## src/rtl/rx_packet_framer.sv

```systemverilog
// Receive-side packet framer: turns decoded SOP/byte/EOP events into a byte
// stream tagged START/STREAM/STOP/TIMEOUT, with PID, CRC5/CRC16 and error checks.
module rx_packet_framer #(
  parameter logic [15:0] RX_TIMEOUT_CYCLES = 16'd480,
  parameter logic [10:0] MAX_PKT_BYTES     = 11'd1027
) (
  input  logic       clk,
  input  logic       rst,
  input  logic       rxWaitForPkt,
  input  logic       rxPktStart,
  input  logic [7:0] rxByte,
  input  logic       rxByteValid,
  input  logic       rxBitStuffErr,
  input  logic       rxPktEnd,
  output logic [7:0] RXDataOut,
  output logic       RXDataValid,
  output logic [7:0] RXStreamStatus,
  output logic       SIERxTimeOut
);

  localparam logic [7:0] RX_PACKET_START  = 8'h01;
  localparam logic [7:0] RX_PACKET_STREAM = 8'h02;
  localparam logic [7:0] RX_PACKET_STOP   = 8'h03;
  localparam logic [7:0] RX_TIME_OUT      = 8'h04;

  localparam logic [15:0] CRC16_INIT     = 16'hFFFF;
  localparam logic [15:0] CRC16_RESIDUAL = 16'h800D;
  localparam logic [4:0]  CRC5_INIT      = 5'h1F;
  localparam logic [4:0]  CRC5_RESIDUAL  = 5'b01100;

  typedef enum logic [2:0] {
    IDLE        = 3'd0,
    WAIT_SOP    = 3'd1,
    GET_PID     = 3'd2,
    GET_BYTES   = 3'd3,
    SEND_STATUS = 3'd4
  } state_t;

  // Bits enter LSB first; the register shifts toward its MSB.
  function automatic logic [15:0] crc16_byte(input logic [15:0] crc, input logic [7:0] d);
    logic [15:0] c;
    c = crc;
    for (int i = 0; i < 8; i++) begin
      if (c[15] ^ d[i]) c = {c[14:0], 1'b0} ^ 16'h8005;
      else              c = {c[14:0], 1'b0};
    end
    return c;
  endfunction

  function automatic logic [4:0] crc5_byte(input logic [4:0] crc, input logic [7:0] d);
    logic [4:0] c;
    c = crc;
    for (int i = 0; i < 8; i++) begin
      if (c[4] ^ d[i]) c = {c[3:0], 1'b0} ^ 5'h05;
      else             c = {c[3:0], 1'b0};
    end
    return c;
  endfunction

  state_t      r_state;
  state_t      w_next_state;
  logic [15:0] r_to_cnt;
  logic [10:0] r_byte_cnt;
  logic [15:0] r_crc16;
  logic [4:0]  r_crc5;
  logic [3:0]  r_pid;
  logic        r_pid_err;
  logic        r_stuff_err;
  logic        r_ovf;

  logic [7:0]  r_data;
  logic        r_valid;
  logic [7:0]  r_status;
  logic        r_to;

  logic        w_in_pkt;
  logic        w_sop;
  logic        w_timeout;
  logic        w_accept;
  logic        w_is_data;
  logic        w_is_token;
  logic        w_crc_err;
  logic [7:0]  w_stop_byte;
  logic [7:0]  w_out_data;
  logic        w_out_valid;
  logic [7:0]  w_out_status;
  logic        w_out_to;

  assign w_in_pkt  = (r_state == GET_PID) || (r_state == GET_BYTES);
  assign w_sop     = rxPktStart && ((r_state == IDLE) || (r_state == WAIT_SOP));
  // SOP in the final window cycle suppresses the timeout.
  assign w_timeout = (r_state == WAIT_SOP) && !rxPktStart &&
                     (r_to_cnt == (RX_TIMEOUT_CYCLES - 16'd1));
  assign w_accept  = w_in_pkt && rxByteValid && (r_byte_cnt != MAX_PKT_BYTES);

  assign w_is_data  = (r_pid[1:0] == 2'b11);
  assign w_is_token = (r_pid[1:0] == 2'b01);
  // r_byte_cnt includes the PID, so a data packet needs at least 3 bytes.
  assign w_crc_err  = r_pid_err ||
                      (w_is_data  && ((r_crc16 != CRC16_RESIDUAL) || (r_byte_cnt < 11'd3))) ||
                      (w_is_token && (r_crc5 != CRC5_RESIDUAL));
  assign w_stop_byte = {(r_pid == 4'hB), 1'b0, (r_pid == 4'h2), (r_pid == 4'hE),
                        (r_pid == 4'hA), r_ovf, r_stuff_err, w_crc_err};

  always_ff @(posedge clk) begin
    if (rst) r_state <= IDLE;
    else     r_state <= w_next_state;
  end

  always_comb begin
    w_next_state = r_state;
    case (r_state)
      IDLE: begin
        if (rxPktStart)        w_next_state = GET_PID;
        else if (rxWaitForPkt) w_next_state = WAIT_SOP;
      end
      WAIT_SOP: begin
        if (rxPktStart)     w_next_state = GET_PID;
        else if (w_timeout) w_next_state = IDLE;
      end
      GET_PID: begin
        if (rxPktEnd)         w_next_state = SEND_STATUS;
        else if (rxByteValid) w_next_state = GET_BYTES;
      end
      GET_BYTES: begin
        if (rxPktEnd) w_next_state = SEND_STATUS;
      end
      SEND_STATUS: w_next_state = IDLE;
      default:     w_next_state = IDLE;
    endcase
  end

  always_comb begin
    w_out_valid  = 1'b0;
    w_out_data   = 8'h00;
    w_out_status = 8'h00;
    w_out_to     = 1'b0;
    case (r_state)
      WAIT_SOP: begin
        if (w_timeout) begin
          w_out_valid  = 1'b1;
          w_out_status = RX_TIME_OUT;
          w_out_to     = 1'b1;
        end
      end
      GET_PID: begin
        if (w_accept) begin
          w_out_valid  = 1'b1;
          w_out_data   = rxByte;
          w_out_status = RX_PACKET_START;
        end
      end
      GET_BYTES: begin
        if (w_accept) begin
          w_out_valid  = 1'b1;
          w_out_data   = rxByte;
          w_out_status = RX_PACKET_STREAM;
        end
      end
      SEND_STATUS: begin
        w_out_valid  = 1'b1;
        w_out_data   = w_stop_byte;
        w_out_status = RX_PACKET_STOP;
      end
      default: ;
    endcase
  end

  always_ff @(posedge clk) begin
    if (rst) begin
      r_data   <= 8'h00;
      r_valid  <= 1'b0;
      r_status <= 8'h00;
      r_to     <= 1'b0;
    end else begin
      r_data   <= w_out_data;
      r_valid  <= w_out_valid;
      r_status <= w_out_status;
      r_to     <= w_out_to;
    end
  end

  always_ff @(posedge clk) begin
    if (rst) begin
      r_to_cnt <= 16'd0;
    end else if ((r_state == IDLE) && rxWaitForPkt && !rxPktStart) begin
      r_to_cnt <= 16'd0;
    end else if (r_state == WAIT_SOP) begin
      r_to_cnt <= r_to_cnt + 16'd1;
    end
  end

  // Per-packet bookkeeping; SOP restarts everything, a stuff error on the SOP cycle counts.
  always_ff @(posedge clk) begin
    if (rst) begin
      r_byte_cnt  <= 11'd0;
      r_crc16     <= CRC16_INIT;
      r_crc5      <= CRC5_INIT;
      r_pid       <= 4'h0;
      r_pid_err   <= 1'b0;
      r_stuff_err <= 1'b0;
      r_ovf       <= 1'b0;
    end else if (w_sop) begin
      r_byte_cnt  <= 11'd0;
      r_crc16     <= CRC16_INIT;
      r_crc5      <= CRC5_INIT;
      r_pid       <= 4'h0;
      r_pid_err   <= 1'b0;
      r_stuff_err <= rxBitStuffErr;
      r_ovf       <= 1'b0;
    end else if (w_in_pkt) begin
      if (rxBitStuffErr) r_stuff_err <= 1'b1;
      if (rxByteValid) begin
        if (r_byte_cnt == MAX_PKT_BYTES) begin
          r_ovf <= 1'b1;
        end else begin
          if (r_byte_cnt != 11'h7FF) r_byte_cnt <= r_byte_cnt + 11'd1;
          if (r_state == GET_PID) begin
            r_pid     <= rxByte[3:0];
            r_pid_err <= (rxByte[7:4] != ~rxByte[3:0]);
          end else begin
            r_crc16 <= crc16_byte(r_crc16, rxByte);
            if (r_byte_cnt < 11'd3) r_crc5 <= crc5_byte(r_crc5, rxByte);
          end
        end
      end
    end
  end

  assign RXDataOut      = r_data;
  assign RXDataValid    = r_valid;
  assign RXStreamStatus = r_status;
  assign SIERxTimeOut   = r_to;

endmodule

```

## config.mk

```make
export PLATFORM = sky130hd
export DESIGN_NAME = rx_packet_framer
export DESIGN_NICKNAME = d
export VERILOG_FILES = /design/src/rtl/rx_packet_framer.sv
export SDC_FILE = /design/constraint.sdc
export NUM_CORES = 1
export LEC_CHECK = 0
export CAP_MARGIN = 20
export CORE_ASPECT_RATIO = 2
export CORE_UTILIZATION = 42
export DETAILED_ROUTE_END_ITERATION = 16
export PLACE_DENSITY_LB_ADDON = 0.25
export SETUP_SLACK_MARGIN = 0.3
export SLEW_MARGIN = 15
export SYNTH_ARGS = -nofsm -noshare
export SYNTH_HDL_FRONTEND = slang
export SYNTH_SLANG_ARGS = --single-unit
```

## constraint.sdc

```tcl
create_clock -name clk -period 1.9 [get_ports clk]
set_input_delay 0.19 -clock clk [delete_from_list [all_inputs] [get_ports clk]]
set_output_delay 0.19 -clock clk [all_outputs]
set_load 0.01 [all_outputs]
```

==> results of run 1 <==
[how the worst max path moves through the flow]
stage / startpoint / to / slack, ps
final: r_byte_cnt[5]$_SDFFE_PP0P_ / r_crc16[0]$_SDFFE_PP1P_ / 50
after global routing: r_byte_cnt[9]$_SDFFE_PP0P_ / r_crc16[7]$_SDFFE_PP1P_ / 2
after CTS: r_byte_cnt[7]$_SDFFE_PP0P_ / r_crc16[0]$_SDFFE_PP1P_ / 90
after detailed placement: rxByte[1] / r_crc5[2]$_SDFFE_PP1P_ / -110
after global placement: rxByte[1] / r_crc5[2]$_SDFFE_PP1P_ / -80
after floorplan: r_byte_cnt[9]$_SDFFE_PP0P_ / r_crc5[0]$_SDFFE_PP1P_ / 40
[synth_stat cells, drive strengths merged (2+ instances only)]
cell | instances | area (sq um)
clkbuf | 13 | 52.6
nor2b | 2 | 12.5
o211ai | 15 | 113
a22oi | 4 | 30.0
and4 | 4 | 35.0
a211oi | 3 | 22.5
nand3 | 14 | 70.1
nor3b | 3 | 33.8
mux2i | 7 | 70.1
xnor2 | 42 | 368
nand2 | 44 | 165
nor4 | 7 | 43.8
xor2 | 9 | 78.8
dfxtp | 71 | 1420
a21oi | 17 | 85.1
or4 | 8 | 63.8
nand4 | 7 | 43.8
nor4b | 2 | 17.5
a31oi | 3 | 18.8
and3 | 7 | 43.8
or3 | 6 | 37.5
xnor3 | 2 | 45.0
o31ai | 4 | 30.0
ha | 2 | 25.0
nor3 | 6 | 30.0
and2 | 3 | 18.8
inv | 6 | 22.5
o21ai | 10 | 50.0
nor2 | 39 | 146
buf | 14 | 82.6
[power by group]
| group | switching [mW] | total (mW) | internal (mW) |
|---|---|---|---|
| logic | 0.241 | 0.489 | 0.247 |
| registers | 0.0187 | 1.53 | 1.51 |
| clock network | 0.644 | 2.05 | 1.41 |
[worst reg2reg max path, delay by kind of cell (launching register included)]
kind                   cells  cell delay (ps)
flip-flops                 1              320
buffers and inverters      1              150
AND/OR/NAND/NOR            3              860
AO/OA/AOI/OAI              2              410
[layer usage]
| layer | wire [um] | track usage | up-vias |
|---|---|---|---|
| li1 | - | - | 1531 |
| met1 | 3440 | 0.224 | 1564 |
| met2 | 5860 | 0.479 | 76 |
| met3 | 266 | 0.0490 | 31 |
| met4 | 397 | 0.144 | 0 |
| met5 | 0 | 0 | - |
[cell families after synthesis]
family / count (synthesis) / synth area share
adder cells (fa/ha/maj): 2 / 0.00725
multiplexers: 7 / 0.0203
AO/OA/AOI/OAI: 67 / 0.133
AND/OR/NAND/NOR: 157 / 0.232
XOR/XNOR: 54 / 0.149
buffers and inverters: 33 / 0.0457
other: 1 / 0.00109
flip-flops: 71 / 0.412
[flip-flops by register name, indices dropped and copies added, names as in the netlist]
signal,count
r_crc16,16
r_to_cnt,16
r_byte_cnt,11
RXDataOut,8
r_crc5,5
r_pid,4
RXStreamStatus,3
r_state,3
RXDataValid,1
SIERxTimeOut,1
r_ovf,1
r_pid_err,1
r_stuff_err,1
[cells in the final DEF (no fill, tap or decap), types with 6 or more instances in the layout]
master,Yosys,routed
xor2_1,9,8
inv_1,6,6
a21oi_1,17,11
nand4_1,7,7
nand2_1,44,36
clkbuf_16,0,9
nand3_1,14,10
or4_4,1,6
o211ai_1,15,15
a21oi_2,0,6
clkdlybuf4s50_1,0,27
dfxtp_2,0,8
nor2_1,39,36
buf_4,6,56
o21ai_0,9,9
xnor2_1,42,39
and3_1,7,6
buf_6,0,7
mux2i_1,7,7
dfxtp_1,71,62
[timing repair]
action | in CTS | in global routing
hold buffers | 0 | 0
buffers inserted | 7 | 5
endpoints found under the setup margin | 50 | 53
pin swaps | 15 | 14
hold endpoints to repair | 0 | 0
resized for setup | 41 | 27
cloned | 2 | 0
[layout make-up]
class	count	area, sq um	area share
Multi-Input combinational cell	292	2180	0.439
Sequential cell	71	1440	0.289
Timing Repair Buffer	94	852	0.171
Clock buffer	9	225	0.0453
Clock inverter	6	134	0.0269
Tap cell	96	120	0.0242
Inverter	6	22.5	0.00453
==> run_results.csv, run 1 <==
group,metric,value,unit
placement,port_buffers,27,
layout,design_area,4970,sq um
route,via_per_inst,5.58,
floorplan,start_util,0.435,
floorplan,core_area,7940,sq um
worst_setup_path,endpoint_kind,"flip-flop",
synth,synthFlopType,"dfxtp_1",
layout,fin_cells,574,
clock_network,htreeDepth,3,
clock_network,clock_latency,340,ps
worst_setup_path,rrSetupSlack,50,ps
global_route,grt_pass1_vias,3192,
clock_network,cts_buffer_depth,2,
clock_network,clkTransAtPathRegs,50,ps
route,ant_nets,0,
worst_setup_path,crit_required,2130,ps
route,wl,9960,um
route,firstDrtPassIters,4,
timing,max_freq,0.540,GHz
floorplan,placement_rows,46,
worst_setup_path,rr_worst_depth,6,
global_route,grt_usage,0.246,
placement,placed_cell_area,4250,sq um
timing,holdWs,459,ps
floorplan,chipWidth,66.1,um
layout,syn_to_final_growth,43.9,%
hold_path,min_to,"r_state[2]$_SDFFE_PP0P_",
timing,skew,5.89,ps
global_route,grt_pass1_wl,15600,um
hold_path,hp-class,"in2reg",
worst_setup_path,cp_max_fo,5,
worst_setup_path,max_stage_delay,570,ps
placement,preCtsSetupSlack,-108,ps
power,vdd_drop_max,0.647,mV
clock_network,cts_tree,"yes",
layout,final_layout_size_suffix_gt1_frac,0.318,
hold_path,hp-start,"rxPktEnd",
synth,ys_warn_count,0,
timing,setup_tns,0,ps
worst_setup_path,worstPathCellList,"or4_4, o31a_1, and2_4, buf_12, nor3_4, a31oi_1",
layout,fin_nets,491,
worst_setup_path,critPathLaunchType,"flip-flop",
layout,antennaDiodeCount,0,
layout,final_core_util,0.626,
route,drc,0,
global_route,antenna_found_initial,0,
floorplan,dieArea,8610,sq um
hold_path,hold_depth,2,
clock_network,numCtsBuffers,9,
timing,rsz0062_at_grt,"true",
synth,yosysSeqAreaShare,0.412,
placement,dp_cells,545,
placement,gp_congestion,0.843,
timing,period_share,0.975,
worst_setup_path,worstReg2RegStart,"r_byte_cnt[5]$_SDFFE_PP0P_",
worst_setup_path,critPathTopFamily,"simple AND/OR/NAND/NOR gates",
power,leakagePower,1.97,nW
power,power_density,818,nW/um^2
worst_setup_path,worstSetupPathType,"reg2reg",
timing,finalHoldViolCount,0,
synth,synth_cell_type_count,54,
clock_network,clock_sinks,71,
layout,fill_cells,685,
worst_setup_path,critical-path-slowest-cell,"or4_4",
timing,setup-violations-final,0,
worst_setup_path,rr_endpoint,"r_crc16[0]$_SDFFE_PP1P_",
synth,netlist_area,3450,sq um
placement,dp_hpwl,6780,um
route,drtIter0Drc,197,
synth,avgSynthCellArea,8.81,sq um
worst_setup_path,crit_buf_inv,1,
run_status,outcome,"finished, final reports clean",
synth,syn_inst,392,
synth,async_flop_share,0,
timing,slew_viol_final,0,
synth,synth_edf_count,0,
route,wire_per_inst,17.4,um
worst_setup_path,crit_arrival,2080,ps
floorplan,io_pins,33,
global_route,grt_max_degree,26,
synth,ys_ff_latch,71,
job,cap_violations,0,
route,vias,3202,
power,fin_total_pwr,4.07,mW
timing,fin_crit,1850,ps
floorplan,die_h,130,um
clock_network,root_buffer,"clkbuf_16",
global_route,overflow,0,
worst_setup_path,cp.depth,6,
timing,setup_slack,46.7,ps
(Power assumes the default switching activity.)
==> run 2: changes to the inputs <==
--- a/config.mk
+++ b/config.mk
@@ -7,6 +7,7 @@
 export LEC_CHECK = 0
 export CAP_MARGIN = 20
 export CORE_ASPECT_RATIO = 2
+export CORE_MARGIN = 2
 export CORE_UTILIZATION = 42
 export DETAILED_ROUTE_END_ITERATION = 16
 export PLACE_DENSITY_LB_ADDON = 0.25
==> run 2 against run 1 <==
Critical path depth unchanged. Final cell count down 1.0%. Largest cell class unchanged. Fmax is 0.45% lower. Worst setup slack worse by 8.3 ps. Clock-buffer cell count rose by 2. Sequential share of layout area rose by 0.84 points. Flip-flop and latch count unchanged. Critical path type unchanged. Global-route usage fell by 3.4 points. Power decreased by 14%. Hold slack about the same. Combinational power fell by 5.5%.
==> run_results.csv, run 2 (synthesis results as in run 1) <==
group,metric,value,unit
run_status,outcome,"finished, final reports clean",
clock_network,htreeDepth,3,
timing,skew,6.74,ps
floorplan,io_pins,33,
power,fin_total_pwr,3.50,mW
timing,setup-violations-final,0,
timing,finalHoldViolCount,0,
timing,rsz0062_at_grt,"true",
worst_setup_path,cp_max_fo,5,
global_route,overflow,0,
worst_setup_path,worstSetupPathType,"reg2reg",
clock_network,numCtsBuffers,9,
floorplan,start_util,0.435,
layout,layout_commonest_cell,"dfxtp_1",
timing,holdWs,460,ps
layout,largestRegisters,"r_crc16 (16), r_to_cnt (16), r_byte_cnt (11)",
clock_network,root_buffer,"clkbuf_16",
clock_network,clock_latency,340,ps
hold_path,hp-class,"in2reg",
timing,slew_viol_final,0,
floorplan,core_area,7940,sq um
layout,fill_cells,669,
hold_path,hold_depth,2,
placement,placed_cell_area,4220,sq um
route,vias,3126,
clock_network,clock_sinks,71,
floorplan,chipWidth,68.1,um
worst_setup_path,endpoint_kind,"flip-flop",
global_route,grt_pass1_wl,14300,um
placement,dp_hpwl,6660,um
worst_setup_path,crit_arrival,2080,ps
route,drc,0,
layout,syn_to_final_growth,40.4,%
layout,final_cell_mix,"dfxtp_1 (57), buf_4 (50), nor2_1 (36), xnor2_1 (36), nand2_1 (34)",
power,power_density,722,nW/um^2
route,firstDrtPassIters,4,
route,ant_nets,0,
floorplan,placement_rows,46,
timing,max_freq,0.537,GHz
global_route,grt_usage,0.212,
clock_network,hold_buffers,0,
clock_network,cts_buffer_depth,2,
power,leakagePower,1.92,nW
placement,port_buffers,27,
global_route,grt_max_degree,26,
layout,final_layout_size_suffix_gt1_frac,0.324,
power,vdd_drop_max,0.456,mV
clock_network,cts_tree,"yes",
placement,dp_cells,541,
global_route,antenna_found_initial,0,
layout,fin_nets,485,
floorplan,die_h,132,um
timing,fin_crit,1860,ps
layout,antennaDiodeCount,0,
job,cap_violations,0,
layout,final_core_util,0.610,
layout,fin_cells,568,
floorplan,dieArea,9010,sq um
route,wl,9390,um
worst_setup_path,rr_worst_depth,6,
timing,period_share,0.980,
worst_setup_path,critPathLaunchType,"flip-flop",
global_route,grt_pass1_vias,3001,
route,wire_per_inst,16.5,um
worst_setup_path,crit_required,2120,ps
layout,design_area,4850,sq um
clock_network,clkTransAtPathRegs,60,ps
route,via_per_inst,5.50,
route,drtIter0Drc,145,
placement,gp_congestion,0.815,
run 2: cell count changes in the layout (fill, tap and decap cells not counted), sizes merged:
cell	change
buf	-6
bufinv	-4
clkbuf	+2
clkinv	+1
clkinvlp	+1
run 2: layer usage:
layer  part of all wire  global-route usage  vias to the layer above  routed length (um)
li1                   -                   -                     1524                   -
met1               0.35               0.207                     1512                3270
met2               0.59               0.399                       63                5500
met3              0.026              0.0461                       27                 247
met4              0.039              0.0933                        0                 362
met5                  0                   0                        -                   0
run 2: worst paths after layout:
check / start / end / slack [ps]
setup / recovery: r_byte_cnt[9]$_SDFFE_PP0P_ / r_crc16[13]$_SDFFE_PP1P_ / 40
hold / removal: rxPktEnd / r_state[2]$_SDFFE_PP0P_ / 460
setup reg to reg: r_byte_cnt[9]$_SDFFE_PP0P_ / r_crc16[13]$_SDFFE_PP1P_ / 40
hold reg to reg: r_crc16[2]$_SDFFE_PP1P_ / r_crc16[10]$_SDFFE_PP1P_ / 500
run 2: power by group:
group          switching [mW]  internal (mW)  leakage, nW
clock network           0.608          0.903        0.131
registers              0.0189           1.51        0.580
logic                   0.223          0.240         1.21
run 2: what timing repair did:
| action | CTS | global route |
|---|---|---|
| pin swaps | 9 | 21 |
| cloned | 1 | 1 |
| buffers inserted | 5 | 5 |
| setup endpoints to repair | 51 | 55 |
| gates resized for setup | 32 | 50 |
run 2: worst max-delay path, cell delays in order (launching register included):
cell and delay (ps):
dfxtp_2 310, or4_4 570, o31a_1 400, and2_4 210, buf_12 140, nand2_2 40, nand3_1 70
run 2: through the flow:
stage	setup slack (ps)	TNS, ps
floorplan	41.5	0
global placement	-44.5	-92.7
detailed placement	-99.4	-232
CTS	81.1	0
global route	10.6	0
finish	38.4	0
run 2: cell type report:
class / count / area (sq um) / area share
well taps: 96 / 120 / 0.0248
multi-input cells: 292 / 2200 / 0.455
repair buffers: 88 / 795 / 0.164
clock buffers: 11 / 243 / 0.0501
flip-flops and latches: 71 / 1440 / 0.297
inverters: 6 / 22.5 / 0.00465
clock inverters: 4 / 22.5 / 0.00465
